## config.mk

```make
export PLATFORM = sky130hd
export DESIGN_NAME = seq_int_divider
export DESIGN_NICKNAME = d
export VERILOG_FILES = /design/src/rtl/seq_int_divider.sv
export SDC_FILE = /design/constraint.sdc
export NUM_CORES = 1
export LEC_CHECK = 0
export ABC_AREA = 1
export CORE_MARGIN = 2
export CORE_UTILIZATION = 40
export CTS_BUF_LIST = sky130_fd_sc_hd__clkbuf_16
export DETAILED_ROUTE_END_ITERATION = 16
export RECOVER_POWER = 25
export SYNTH_ARGS = -nofsm -noshare
export SYNTH_HDL_FRONTEND = slang
export SYNTH_SLANG_ARGS = --single-unit
```

## constraint.sdc

```tcl
create_clock -name clk -period 9.75 [get_ports clk]
set_input_delay 1.95 -clock clk [delete_from_list [all_inputs] [get_ports clk]]
set_output_delay 1.95 -clock clk [all_outputs]
set_load 0.005 [all_outputs]
```

## src/rtl/seq_int_divider.sv

```systemverilog
// seq_int_divider: radix-2 restoring integer divider with valid/ready handshake, signed/unsigned operands.
// Ports: clk, rst (async active-high); in_valid/in_ready, dividend, divisor, is_signed accept an operation;
// out_valid/out_ready, quotient, remainder, div_by_zero deliver the result. Optional macro SEQ_DIV_EARLY_TERM_EN
// lets trivial divisions (divisor magnitude > dividend magnitude, or == 1) skip the iteration phase.
module seq_int_divider #(
    parameter int WIDTH = 32
) (
    input  logic             clk,
    input  logic             rst,
    input  logic             in_valid,
    output logic             in_ready,
    input  logic [WIDTH-1:0] dividend,
    input  logic [WIDTH-1:0] divisor,
    input  logic             is_signed,
    output logic             out_valid,
    input  logic             out_ready,
    output logic [WIDTH-1:0] quotient,
    output logic [WIDTH-1:0] remainder,
    output logic             div_by_zero
);
    localparam int CNT_W = $clog2(WIDTH) + 1;
    typedef enum logic [1:0] {IDLE, CALC, FIX, DONE} state_t;
    state_t            r_state, w_next;
    logic [CNT_W-1:0]  r_cnt;
    logic [WIDTH-1:0]  r_rem, r_quo, r_dvs, r_quotient, r_remainder;
    logic              r_sign_q, r_sign_r, r_dbz;
    logic              w_accept, w_dvd_neg, w_dvs_neg, w_dvs_zero, w_skip;
    logic [WIDTH-1:0]  w_dvd_mag, w_dvs_mag;
    logic [WIDTH:0]    w_rem_sh, w_trial;
    assign in_ready    = r_state == IDLE;
    assign out_valid   = r_state == DONE;
    assign quotient    = r_quotient;
    assign remainder   = r_remainder;
    assign div_by_zero = r_dbz;
    assign w_accept    = in_valid && r_state == IDLE;
    assign w_dvd_neg   = is_signed & dividend[WIDTH-1];
    assign w_dvs_neg   = is_signed & divisor[WIDTH-1];
    assign w_dvd_mag   = w_dvd_neg ? -dividend : dividend;
    assign w_dvs_mag   = w_dvs_neg ? -divisor : divisor;
    assign w_dvs_zero  = divisor == '0;
    // The shifted remainder can need WIDTH+1 bits; the trial result always fits a signed WIDTH+1 value.
    assign w_rem_sh    = {r_rem, r_quo[WIDTH-1]};
    assign w_trial     = w_rem_sh - {1'b0, r_dvs};
`ifdef SEQ_DIV_EARLY_TERM_EN
    logic w_skip_small, w_skip_one;
    assign w_skip_small = w_dvs_mag > w_dvd_mag;
    assign w_skip_one   = w_dvs_mag == WIDTH'(1);
    assign w_skip       = w_skip_small | w_skip_one;
`else
    assign w_skip = 1'b0;
`endif
    always_comb begin
        w_next = r_state;
        case (r_state)
            IDLE:    w_next = !w_accept ? IDLE : w_dvs_zero ? DONE : w_skip ? FIX : CALC;
            CALC:    w_next = r_cnt == CNT_W'(1) ? FIX : CALC;
            FIX:     w_next = DONE;
            default: w_next = out_ready ? IDLE : DONE;
        endcase
    end
    always_ff @(posedge clk or posedge rst) begin
        if (rst) r_state <= IDLE;
        else     r_state <= w_next;
    end
    always_ff @(posedge clk or posedge rst) begin
        if (rst) begin
            r_cnt       <= '0;
            r_rem       <= '0;
            r_quo       <= '0;
            r_dvs       <= '0;
            r_sign_q    <= 1'b0;
            r_sign_r    <= 1'b0;
            r_quotient  <= '0;
            r_remainder <= '0;
            r_dbz       <= 1'b0;
        end else begin
            case (r_state)
                IDLE: if (w_accept) begin
                    r_cnt    <= CNT_W'(WIDTH);
                    r_dvs    <= w_dvs_mag;
                    r_sign_q <= w_dvd_neg ^ w_dvs_neg;
                    r_sign_r <= w_dvd_neg;
                    r_rem    <= '0;
                    r_quo    <= w_dvd_mag;
`ifdef SEQ_DIV_EARLY_TERM_EN
                    if (w_skip_small) begin
                        r_quo <= '0;
                        r_rem <= w_dvd_mag;
                    end else if (w_skip_one) begin
                        r_quo <= w_dvd_mag;
                        r_rem <= '0;
                    end
`endif
                    if (w_dvs_zero) begin
                        r_quotient  <= '1;
                        r_remainder <= dividend;
                        r_dbz       <= 1'b1;
                    end
                end
                CALC: begin
                    r_cnt <= r_cnt - 1'b1;
                    r_rem <= w_trial[WIDTH] ? w_rem_sh[WIDTH-1:0] : w_trial[WIDTH-1:0];
                    r_quo <= {r_quo[WIDTH-2:0], ~w_trial[WIDTH]};
                end
                FIX: begin
                    r_quotient  <= r_sign_q ? -r_quo : r_quo;
                    r_remainder <= r_sign_r ? -r_rem : r_rem;
                    r_dbz       <= 1'b0;
                end
                default: ;
            endcase
        end
    end
endmodule

```

==> flow_metrics.env <==
export IMPL_synth_seq_area_share_pct=31.67
export IMPL_p_per_area_mw_per_mm2=372.6
export IMPL_syn_area_mm2=0.01351
export IMPL_worst_clock_skew_ns=0.009453
export IMPL_synthXorXnorAreaFrac_pct=2.982
export IMPL_cp_max_fo=53
export IMPL_wl_met2_um=22150
export IMPL_cts_sinks=171
export IMPL_synth_top_cell_area_share_pct=31.67
export IMPL_drt_initial_drc_count=1108
export IMPL_power_leakage_nw=7.743
export IMPL_syn_area_per_cell_um2=6.355
export IMPL_crit_arrival_ns=4.91
export IMPL_power_internal_w=0.002756
export IMPL_routed_via_density=5.236
export IMPL_crit_family="simple AND/OR/NAND/NOR gates"
export IMPL_synth_common_cells="630 x nand2_1, 310 x inv_1, 216 x nand3_1, 215 x nor2_1, 171 x dfrtp_1"
export IMPL_gp_congestion=0.9746
export IMPL_multi_input_area_mm2=0.007756
export IMPL_hp_class="register to register"
export IMPL_crit_required_ns=10.06
export IMPL_cp_common_cell="inv_1"
export IMPL_ctsLongestPathBuffers=2
export IMPL_cp_cell_sequence="clkdlybuf4s50_1 -> inv_1 -> ha_1 -> nand3_2 -> nor2_4 -> nand3_1 -> inv_1 -> nand2_2 -> nand2_4 -> inv_1 -> nand2_1 -> o211ai_2"
export IMPL_period_share_pct=47.18
export IMPL_p_comb_share_pct=63.8
export IMPL_path_buf_inv=4
export IMPL_numCtsBuffers=17
export IMPL_wl_met1_um=21490
export IMPL_synth_warnings=0
export IMPL_critPathKind="input pin to register"
export IMPL_slowest_delay_ns=0.51
export IMPL_setup_tns_ns=0
export IMPL_synth_edf_count=0
export IMPL_die_w_um=187.8
export IMPL_fmax_mhz=217.4
export IMPL_synthMuxAreaShare_pct=0.07408
export IMPL_grt_max_degree=69
export IMPL_finalHoldViolations=0
export IMPL_routed_top_layer="met4"
export IMPL_route_detailed_drc=0
export IMPL_setup_viol_count_final=0
export IMPL_slowest_stage="nand2_4"
export IMPL_power_frac_seq_pct=25.0
export IMPL_wl_per_cell_um=17.68
export IMPL_cts_setup_buffers=0
export IMPL_core_mm2=0.03336
export IMPL_antenna_found_initial=0
export IMPL_timing_slew_headroom_pct=-49.92
export IMPL_htreeDepth=4
export IMPL_regArea_mm2=0.004279
export IMPL_clkTransAtPathRegs_ns=0.07
export IMPL_maxCapViolations=1
export IMPL_via_count=14070
export IMPL_insertion_delay_ns=0.43
export IMPL_portBuffers=135
export IMPL_place_inst=2655
export IMPL_start_kind="input pin"
export IMPL_ys_seq_elements=171
export IMPL_antenna_left=0
export IMPL_violations="max-capacitance violations, max-slew violations"
export IMPL_start_util_pct=40.50
export IMPL_synthAdderAreaFrac_pct=3.667
export IMPL_yosysTopAreaCell="dfrtp_1"
export IMPL_area_growth_pct=16.76
export IMPL_grt_setup_unrepaired="false"
export IMPL_place_hpwl_um=37410
export IMPL_syn_nets=2234
export IMPL_first_global_vias=13340
export IMPL_drt_wl_total_um=47520
export IMPL_finalNonFillerCells=2687
export IMPL_drive_above_1_share_pct=4.690
export IMPL_antenna_cells=0
export IMPL_grt_pass1_wl_um=74940
export IMPL_fin_crit_ns=4.600
export IMPL_slew_viol_final=49
export IMPL_yosys_area_share_simple_pct=38.23
export IMPL_synthMostInstantiatedCell="nand2_1"
export IMPL_postSynth_asyncResetShare_pct=100.0
export IMPL_critPathCaptureType="register"
export IMPL_total_power_w=0.005878
export IMPL_synth_distinct_cells=52
export IMPL_synth_main_ff_cell="dfrtp_1"
export IMPL_grt_ovfl_total=0
export IMPL_die_h_um=187.8
export IMPL_globalRouteTotalUtil_pct=27.20
export IMPL_hold_buffers=0
export IMPL_cts_tree="done"
export IMPL_wl_met3_um=3091
export IMPL_max_vdd_ir_drop_mv=0.1552
export IMPL_clockRootBuffer="clkbuf_16"
export IMPL_synth_area_leaders="dfrtp_1 32%, nand2_1 18%, inv_1 8.6%"
export IMPL_outcome="complete, but fails checks"
export IMPL_dr_pass1_iters=9
export IMPL_die_area_mm2=0.03527
export IMPL_p_switching_w=0.003123
export IMPL_rows=67
export IMPL_ios=136
export IMPL_n_fill_cell=3569
export IMPL_tightest_slew_ns=2.237
export IMPL_post_cts_resized=0
export IMPL_synth_compound_area_share_pct=12.23
export IMPL_synth_top_family_by_area="simple AND/OR/NAND/NOR gates"
export IMPL_nets=2334
export IMPL_power_frac_clock_pct=11.2
export IMPL_syn_inst=2126
export IMPL_switching_share_pct=53.12
-- power groups by stage --
stage,sequential [W],clock (W),combinational (W)
5_1_grt,0.00151,0.000697,0.00424
3_5_place_dp,0.00148,0,0.00375
6_report,0.00147,0.000656,0.00375
4_1_cts,0.00146,0.000671,0.00376
3_3_place_gp,0.00147,0,0.00370
2_1_floorplan,0.00132,0,0.00268
-- per-layer routing --
metal / GRT usage [%] / vias to the layer above
met1: 36.39 / 6605
met5: 0 / -
met3: 5.166 / 42
met2: 45.63 / 428
met4: 6.087 / 0
li1: - / 6995
-- cells in the final DEF (no fill, tap or decap), types with 4 or more instances in the layout --
master             n
nor3_1            41
a22oi_1           28
clkdlybuf4s50_1   85
nand2_2           21
clkinvlp_4         5
a31oi_1           11
inv_1            311
inv_2             13
o31ai_1            7
nand2_1          630
o21bai_1           6
nor2_4             7
buf_4              8
xor2_1            33
o21ai_0          140
dlygate4sd3_1     50
o211ai_1           6
nand4_1           23
nand3b_1          16
nand2_4            5
xnor2_1           13
and2_1             4
clkbuf_16         17
ha_1              38
a21oi_1           75
nor2_1           211
nand3_1          216
dfrtp_1          171
-- flip-flops by register name, summed over array words and instances (netlist names) --
signal	count
r_rem	32
r_sign_r	1
remainder	32
quotient	32
r_dvs	32
r_quo	32
r_cnt	6
div_by_zero	1
r_sign_q	1
r_state	2
-- path summary, 6_finish.rpt --
kind	start	end	slack (ns)	cells after the start
min in group asynchronous	rst	r_rem[4]$_DFFE_PP0P_	2.56	2
max in group asynchronous	rst	r_sign_r$_DFFE_PP0P_	5.50	3
worst max register to register	r_state[1]$_DFF_PP0_	remainder[20]$_DFFE_PP0P_	6.75	9
worst min-delay path	div_by_zero$_DFFE_PP0P_	div_by_zero$_DFFE_PP0P_	0.48	2
worst min register to register	div_by_zero$_DFFE_PP0P_	div_by_zero$_DFFE_PP0P_	0.48	2
worst max-delay path	divisor[0]	remainder[20]$_DFFE_PP0P_	5.15	12
-- tightest hold or removal path, delay by kind of cell, from the launching register on --
| kind | cells | cell delay (ns) |
|---|---|---|
| flip-flops | 1 | 0.35 |
| AND/OR/NAND/NOR | 2 | 0.10 |
-- metrics by stage --
step / util [%] / setup slack, ns / hold slack [ns] / instance area, µm²
floorplan: - / 3.168 / 0.4491 / 13510
global placement: 45.64 / 4.799 / 0.4696 / 15230
detailed placement: 45.64 / 4.748 / 0.4669 / 15230
CTS: 47.30 / 5.203 / 0.4892 / 15780
global route: 47.28 / 4.889 / 0.5243 / 15780
finish: 47.28 / 5.150 / 0.4822 / 15780
-- cell type report --
class / instances / area share, %
multi-input cells: 1569 / 49.16
flip-flops and latches: 171 / 27.12
repair buffers: 143 / 8.946
inverters: 324 / 7.717
well taps: 448 / 3.553
clock buffers: 17 / 2.696
clock inverters: 15 / 0.8010
-- kinds of logic (layout without fill, tap and decap cells) --
family,count (synthesis),count (layout)
and+or+nand+nor,1193,1193
buffers and inverters,386,499
AOI/OAI and AO/OA,290,290
DFF,171,171
xor gates and xnor gates,46,46
adders and majority gates,39,39
muxes,1,1
Power figures use the tool's default switching activity.
